===== config.mk =====
export PLATFORM = sky130hd
export DESIGN_NAME = mux_arb_2a1
export DESIGN_NICKNAME = d
export VERILOG_FILES = /design/src/rtl/mux_arb_2a1.sv
export SDC_FILE = /design/constraint.sdc
export NUM_CORES = 1
export LEC_CHECK = 0
export ABC_AREA = 1
export BUFFER_PORTS_ARGS = -buffer_cell sky130_fd_sc_hd__buf_2
export CORE_MARGIN = 1.5
export CORE_UTILIZATION = 40
export CTS_CLUSTER_DIAMETER = 200
export DETAILED_ROUTE_END_ITERATION = 10
export PLACE_DENSITY = 0.65
export SLEW_MARGIN = 40
export SYNTH_ARGS = -nofsm -noshare
export SYNTH_HDL_FRONTEND = slang
export SYNTH_SLANG_ARGS = --single-unit

===== constraint.sdc =====
create_clock -name clk2f -period 3.2 [get_ports clk2f]
set_clock_uncertainty 0.05 [all_clocks]
set_input_delay 0.64 -clock clk2f [delete_from_list [all_inputs] [get_ports clk2f]]
set_output_delay 0.64 -clock clk2f [all_outputs]
set_load 0.005 [all_outputs]

===== src/rtl/mux_arb_2a1.sv =====
// Two-lane FIFO merger: each lane buffers into a small FIFO, and a burst-limited
// arbiter drains the lanes onto one registered output, leaving an idle cycle between bursts.
module mux_arb_2a1 #(
  parameter int WIDTH     = 8,
  parameter int DEPTH     = 4,
  parameter int MAX_BURST = 8
) (
  input  logic             clk2f,
  input  logic             reset,
  input  logic [WIDTH-1:0] data_in_0,
  input  logic             valid_in_0,
  input  logic [WIDTH-1:0] data_in_1,
  input  logic             valid_in_1,
  output logic [WIDTH-1:0] data_out_c,
  output logic             valid_out_c,
  output logic             full_0,
  output logic             full_1,
  output logic             overflow_0,
  output logic             overflow_1
);

  localparam int PW = $clog2(DEPTH);
  localparam int CW = $clog2(DEPTH + 1);
  localparam int BW = $clog2(MAX_BURST + 1);

  // state   | meaning
  // IDLE    | nothing served since reset
  // SERVE_0 | bursting lane 0
  // SERVE_1 | bursting lane 1
  // WAIT_0  | gap after a lane-0 burst, lane 1 preferred next
  // WAIT_1  | gap after a lane-1 burst, lane 0 preferred next
  typedef enum logic [2:0] {IDLE, SERVE_0, SERVE_1, WAIT_0, WAIT_1} state_t;

  state_t           state_q, state_d;
  logic [BW-1:0]    burst_q, burst_d;
  logic [WIDTH-1:0] mem_q    [2][DEPTH];
  logic [PW-1:0]    wr_ptr_q [2];
  logic [PW-1:0]    rd_ptr_q [2];
  logic [CW-1:0]    cnt_q    [2];
  logic [CW-1:0]    cnt_d    [2];
  logic [WIDTH-1:0] din      [2];
  logic [1:0]       vld_in, nonempty, pop, wr, ovf_set;

  assign din[0] = data_in_0;
  assign din[1] = data_in_1;
  assign vld_in = {valid_in_1, valid_in_0};

  always_comb begin
    for (int i = 0; i < 2; i++) begin
      nonempty[i] = (cnt_q[i] != '0);
      // a full lane still accepts a word when it is popped at the same edge
      wr[i]       = vld_in[i] && ((cnt_q[i] != CW'(DEPTH)) || pop[i]);
      ovf_set[i]  = vld_in[i] && !wr[i];
      cnt_d[i]    = cnt_q[i] + CW'(wr[i]) - CW'(pop[i]);
    end
  end

  always_comb begin
    state_d = state_q;
    burst_d = burst_q;
    pop     = 2'b00;
    case (state_q)
      IDLE, WAIT_1: begin
        if (nonempty[0]) begin
          pop = 2'b01; state_d = SERVE_0; burst_d = BW'(1);
        end else if (nonempty[1]) begin
          pop = 2'b10; state_d = SERVE_1; burst_d = BW'(1);
        end
      end
      WAIT_0: begin
        if (nonempty[1]) begin
          pop = 2'b10; state_d = SERVE_1; burst_d = BW'(1);
        end else if (nonempty[0]) begin
          pop = 2'b01; state_d = SERVE_0; burst_d = BW'(1);
        end
      end
      SERVE_0: begin
        if (nonempty[0] && (burst_q < BW'(MAX_BURST))) begin
          pop = 2'b01; burst_d = burst_q + BW'(1);
        end else begin
          state_d = WAIT_0; burst_d = '0;
        end
      end
      SERVE_1: begin
        if (nonempty[1] && (burst_q < BW'(MAX_BURST))) begin
          pop = 2'b10; burst_d = burst_q + BW'(1);
        end else begin
          state_d = WAIT_1; burst_d = '0;
        end
      end
      default: begin
        state_d = IDLE; burst_d = '0;
      end
    endcase
  end

  // storage needs no reset: pointers and counts alone define what is readable
  always_ff @(posedge clk2f) begin
    for (int i = 0; i < 2; i++) begin
      if (wr[i] && !reset) mem_q[i][wr_ptr_q[i]] <= din[i];
    end
  end

  always_ff @(posedge clk2f or posedge reset) begin
    if (reset) begin
      state_q     <= IDLE;
      burst_q     <= '0;
      data_out_c  <= '0;
      valid_out_c <= 1'b0;
      full_0      <= 1'b0;
      full_1      <= 1'b0;
      overflow_0  <= 1'b0;
      overflow_1  <= 1'b0;
      for (int i = 0; i < 2; i++) begin
        wr_ptr_q[i] <= '0;
        rd_ptr_q[i] <= '0;
        cnt_q[i]    <= '0;
      end
    end else begin
      state_q     <= state_d;
      burst_q     <= burst_d;
      valid_out_c <= |pop;
      data_out_c  <= pop[0] ? mem_q[0][rd_ptr_q[0]] :
                     pop[1] ? mem_q[1][rd_ptr_q[1]] : '0;
      full_0      <= (cnt_d[0] == CW'(DEPTH));
      full_1      <= (cnt_d[1] == CW'(DEPTH));
      overflow_0  <= overflow_0 | ovf_set[0];
      overflow_1  <= overflow_1 | ovf_set[1];
      for (int i = 0; i < 2; i++) begin
        if (wr[i])  wr_ptr_q[i] <= wr_ptr_q[i] + PW'(1);
        if (pop[i]) rd_ptr_q[i] <= rd_ptr_q[i] + PW'(1);
        cnt_q[i] <= cnt_d[i];
      end
    end
  end

endmodule


== After elaboration in Yosys (flattened, before gate mapping) ==
Memories as Yosys holds them, arrays and structs flattened.
Index checks and enable logic that the tools add are counted.

* $add $sub $neg: 9
* Magnitude comparators: 7
* Eq/ne operators: 12
* Muxes and demuxes: 37
* Bitwise gates (word level): 6
* Reductions and logical operators: 22

{| class="wikitable"
|+ Operators with widths
! operator !! number
|-
| $mux 32 || 2
|-
| $mux 8 || 8
|-
| $bmux 8 s2 || 2
|-
| $demux 8 s2 || 2
|-
| $mux 4 || 6
|-
| $mux 3 || 6
|-
| $pmux 4 s4 || 1
|-
| $ge 3x3->1 const B || 4
|-
| $ne 3x3->1 const B || 4
|-
| $not 2->3 || 4
|-
| $pmux 3 s4 || 1
|-
| $logic_and 1x1->1 || 10
|-
| $eq 3x3->1 const B || 3
|-
| $add 2x1->2 const B || 4
|-
| $mux 2 || 4
|-
| $pmux 2 s4 || 1
|-
| $add 3x1->3 || 2
|-
| $eq 3x2->1 const B || 2
|-
| $lt 3x1->1 const B || 2
|-
| $reduce_bool 3->1 || 2
|-
| $sub 3x1->3 || 2
|-
| $add 4x1->4 const B || 1
|-
| $lt 4x4->1 const B || 1
|-
| $mux 1 || 4
|-
| 9 further kinds || 15
|}

* Flip-flop bits (word level): 34
* Bits in writable memories: 64
* Input port bits: 20
* Word-level logic and storage cells: 108
* Memories kept: 1

{| class="wikitable"
|+ Memories
! memory !! depth !! bits a word !! read ports !! clocked after Yosys merged registers in !! wr ports !! line !! source
|-
| mem_q || 2 || 32 || 2 || 0 || 2 || 36 || <nowiki>logic [WIDTH-1:0] mem_q [2][DEPTH];</nowiki>
|}

== Depth between registers and ports, before layout ==
* Word-level depth: 9
* Gate-level depth with buffers: 13

== Least setup slack after synthesis ==
No wires, ideal clock.

* Kind: input to register
* Start: in reset
* End: mem mem_q[0][0] (netlist name) (enable)
* Arrival: 2012 ps
* Data required time: 2779 ps
* Setup slack: 768 ps
* Cell stages on the path: 3
* Path buffers: 0
* Cell sequence: inv_1 -> nand3_2 -> nor2_1

{| class="wikitable"
|+ RTL lines
! item !! line !! source
|-
| from (decl) || 9 || <nowiki>input logic reset,</nowiki>
|-
| to (decl) || 36 ||
|}

==> results.ini <==
[power_and_ir_drop]
power.internal_mw = 2.54
ir_drop_uv = 362
power_mw = 4.18
power_frac_comb = 0.359
p_switching_mw = 1.64
leakagePower_nw = 1.93
p_per_area_nw_per_um2 = 902
switching_share = 0.392
pwr-share-clk = 0.183
seqPwrFrac = 0.458

[timing]
finalCriticalPeriod_ps = 2710
final_hold_viol_count = 0
rsz0062_at_grt = false
period_share = 0.845
max_freq_mhz = 370
tns_ps = 0
worstMarginPinSlew_ps = 764
maxSlewHeadroom = 0.489
setup_viol_count_final = 0
layout_setup_ws_ps = 495
maxSlewViolCount = 0

[critical_path]
worst_setup_path_start_kind = flip-flop
cp-end-kind = flip-flop
cp_data_required_time_ps = 3410
critPathKind = flip-flop to flip-flop
worstPathArrival_ps = 2920
path_max_fanout = 11

[logic_synthesis]
syn_nets = 389
post-synth-top-count-cell = edfxtp_1
synth_area_um2 = 4150
synth_top_area_cell = edfxtp_1
synthTopCellsByCount = edfxtp_1, nand2_1, nor2_1, inv_1, dfrtp_1
synth_seq_cells = 98
synthCells = 356
synth_ff_type = edfxtp_1
syn_area_per_cell_um2 = 11.6
async_flop_share = 0.347
seq_area_frac_synth = 0.669
yosys-top-cells-area = edfxtp_1, dfrtp_1, nand2_1
synth_top_cell_area_share = 0.464
ys_warn_count = 0
yosysUniqueCellTypes = 30
synth_edf_count = 64

[clocking]
cts_max_path_buffers = 2
clock_sinks = 98
insertion_delay_ps = 350
tritoncts = done
cts-root-buf = clkbuf_8
numCtsBuffers = 9
ctsHoldBuffers = 0
path_clk_slew_ps = 90
h-tree-depth = 3
postCtsSetupBuffers = 0
cts-resized-gates = 0

[outcome]
run_status = finished clean

[placed_design]
dp.final_hpwl_um = 5370
globalplace.congestion = 0.831
place_inst = 515
dpl_worst_slack_ps = 510
portBuffers = 32

[final_layout]
nNetsFinal = 426
finish.utilization = 0.468
drive_gt1_frac = 0.166
diodes = 0
syn_to_final_growth_pct = 11.9
instances_no_fill = 531

[grt]
grt_pass1_vias = 2633
grt_pass1_wl_um = 12900
use_met1 = 0.208
gr-total-overflow = 0
grt_use_met3 = 0.0287
use_met2 = 0.239
top_usage_layer = met2
antenna_found_initial = 0
grt_max_degree = 35
grt_usage = 0.150

[route]
firstDrtPassIters = 4
vias = 2600
wl_per_cell_um = 14.3
drc = 0
first_iter_violations = 155
antenna_left = 0
via_per_inst = 4.90
routed_wl_um = 7590

[floorplanning]
dieArea_um2 = 11000
core_area_um2 = 9910
fp.dieH_um = 105
die_w_um = 105
row_count = 36
start_util = 0.418
io_pins = 33

[worst_hold_path]
hp-class = flip-flop to flip-flop

[run]
maxCapViolCount = 0

[sequential cells by signal (all words and copies together), names as in the netlist]
register     cells
mem_q           64
data_out_c       8
cnt_q            6
burst_q          4
rd_ptr_q         4
wr_ptr_q         4
state_q          3
full_0           1
full_1           1
overflow_0       1
overflow_1       1
valid_out_c      1
[kinds of logic after synthesis]
logic type	after synthesis	share of synthesized area
AO/OA/AOI/OAI	51	0.0736
flip-flops	98	0.669
multiplexers	1	0.00241
XOR/XNOR	8	0.0169
adder cells (fa/ha/maj)	13	0.0429
AND/OR/NAND/NOR	139	0.148
buffers and inverters	46	0.0474
[power groups by stage]
stage / Combinational (mW) / Sequential (mW) / Clock, mW
floorplan: 1.25 / 1.80 / 0
global placement: 1.46 / 1.94 / 0
detailed placement: 1.52 / 1.94 / 0
CTS: 1.52 / 1.92 / 0.785
global route: 1.74 / 1.96 / 0.841
finish: 1.50 / 1.92 / 0.765
[layout make-up]
| class | instances | area [µm²] |
|---|---|---|
| Multi-Input combinational cell | 212 | 1180 |
| Fill cell | 916 | 5270 |
| Clock buffer | 10 | 138 |
| Inverter | 35 | 131 |
| Sequential cell | 98 | 2770 |
| Clock inverter | 6 | 56.3 |
| Tap cell | 133 | 166 |
| Timing Repair Buffer | 37 | 198 |
[cell usage in the layout, fill, tap and decap left out, types with 3 or more instances in the layout]
master,n
xor2_1,6
o21ai_0,27
o32ai_1,7
o22ai_1,10
buf_2,32
a21oi_1,3
nand2_1,57
dfrtp_1,34
nor2_1,53
inv_1,35
buf_4,5
clkbuf_8,10
nor2_2,3
ha_1,11
edfxtp_1,64
nor3_1,4
nand3_1,10
nand3_2,6
[metrics by stage]
step	hold slack, ps	cell area (µm²)
after global placement	416	4440
final	431	4640
after detailed placement	406	4440
after global routing	415	4640
after CTS	423	4640
after floorplan	418	4150
[path summary, 6_finish.rpt]
kind / slack [ps] / from / cells past startpoint / end
setup / recovery: 490 / cnt_q[1] / 13 / full_0
hold / removal: 430 / overflow_1 / 1 / overflow_1
setup reg to reg: 490 / cnt_q[1] / 13 / full_0
hold reg to reg: 430 / overflow_1 / 1 / overflow_1
max in group asynchronous: 2300 / reset / 3 / state_q[0]
min in group asynchronous: 490 / reset / 3 / rd_ptr_q[0]
[critical path, cell delays in order, from the launching register on]
cell and delay, ps:
dfrtp_1 420, nor2_1 160, nand2_1 130, inv_1 100
nand3_1 110, nand3_2 210, inv_1 120, nand3_1 100
nand2_1 60, ha_1 190, fa_1 380, xnor2_1 170
xor2_1 200, nor3b_1 230
[per-layer routing]
metal / routed length [µm] / part of all wire / up-vias
met5: 0 / 0 / -
met4: 108 / 0.014 / 0
met3: 203 / 0.027 / 8
met2: 3620 / 0.48 / 36
met1: 3660 / 0.48 / 1270
li1: - / - / 1286
Power figures use the tool's default switching activity.
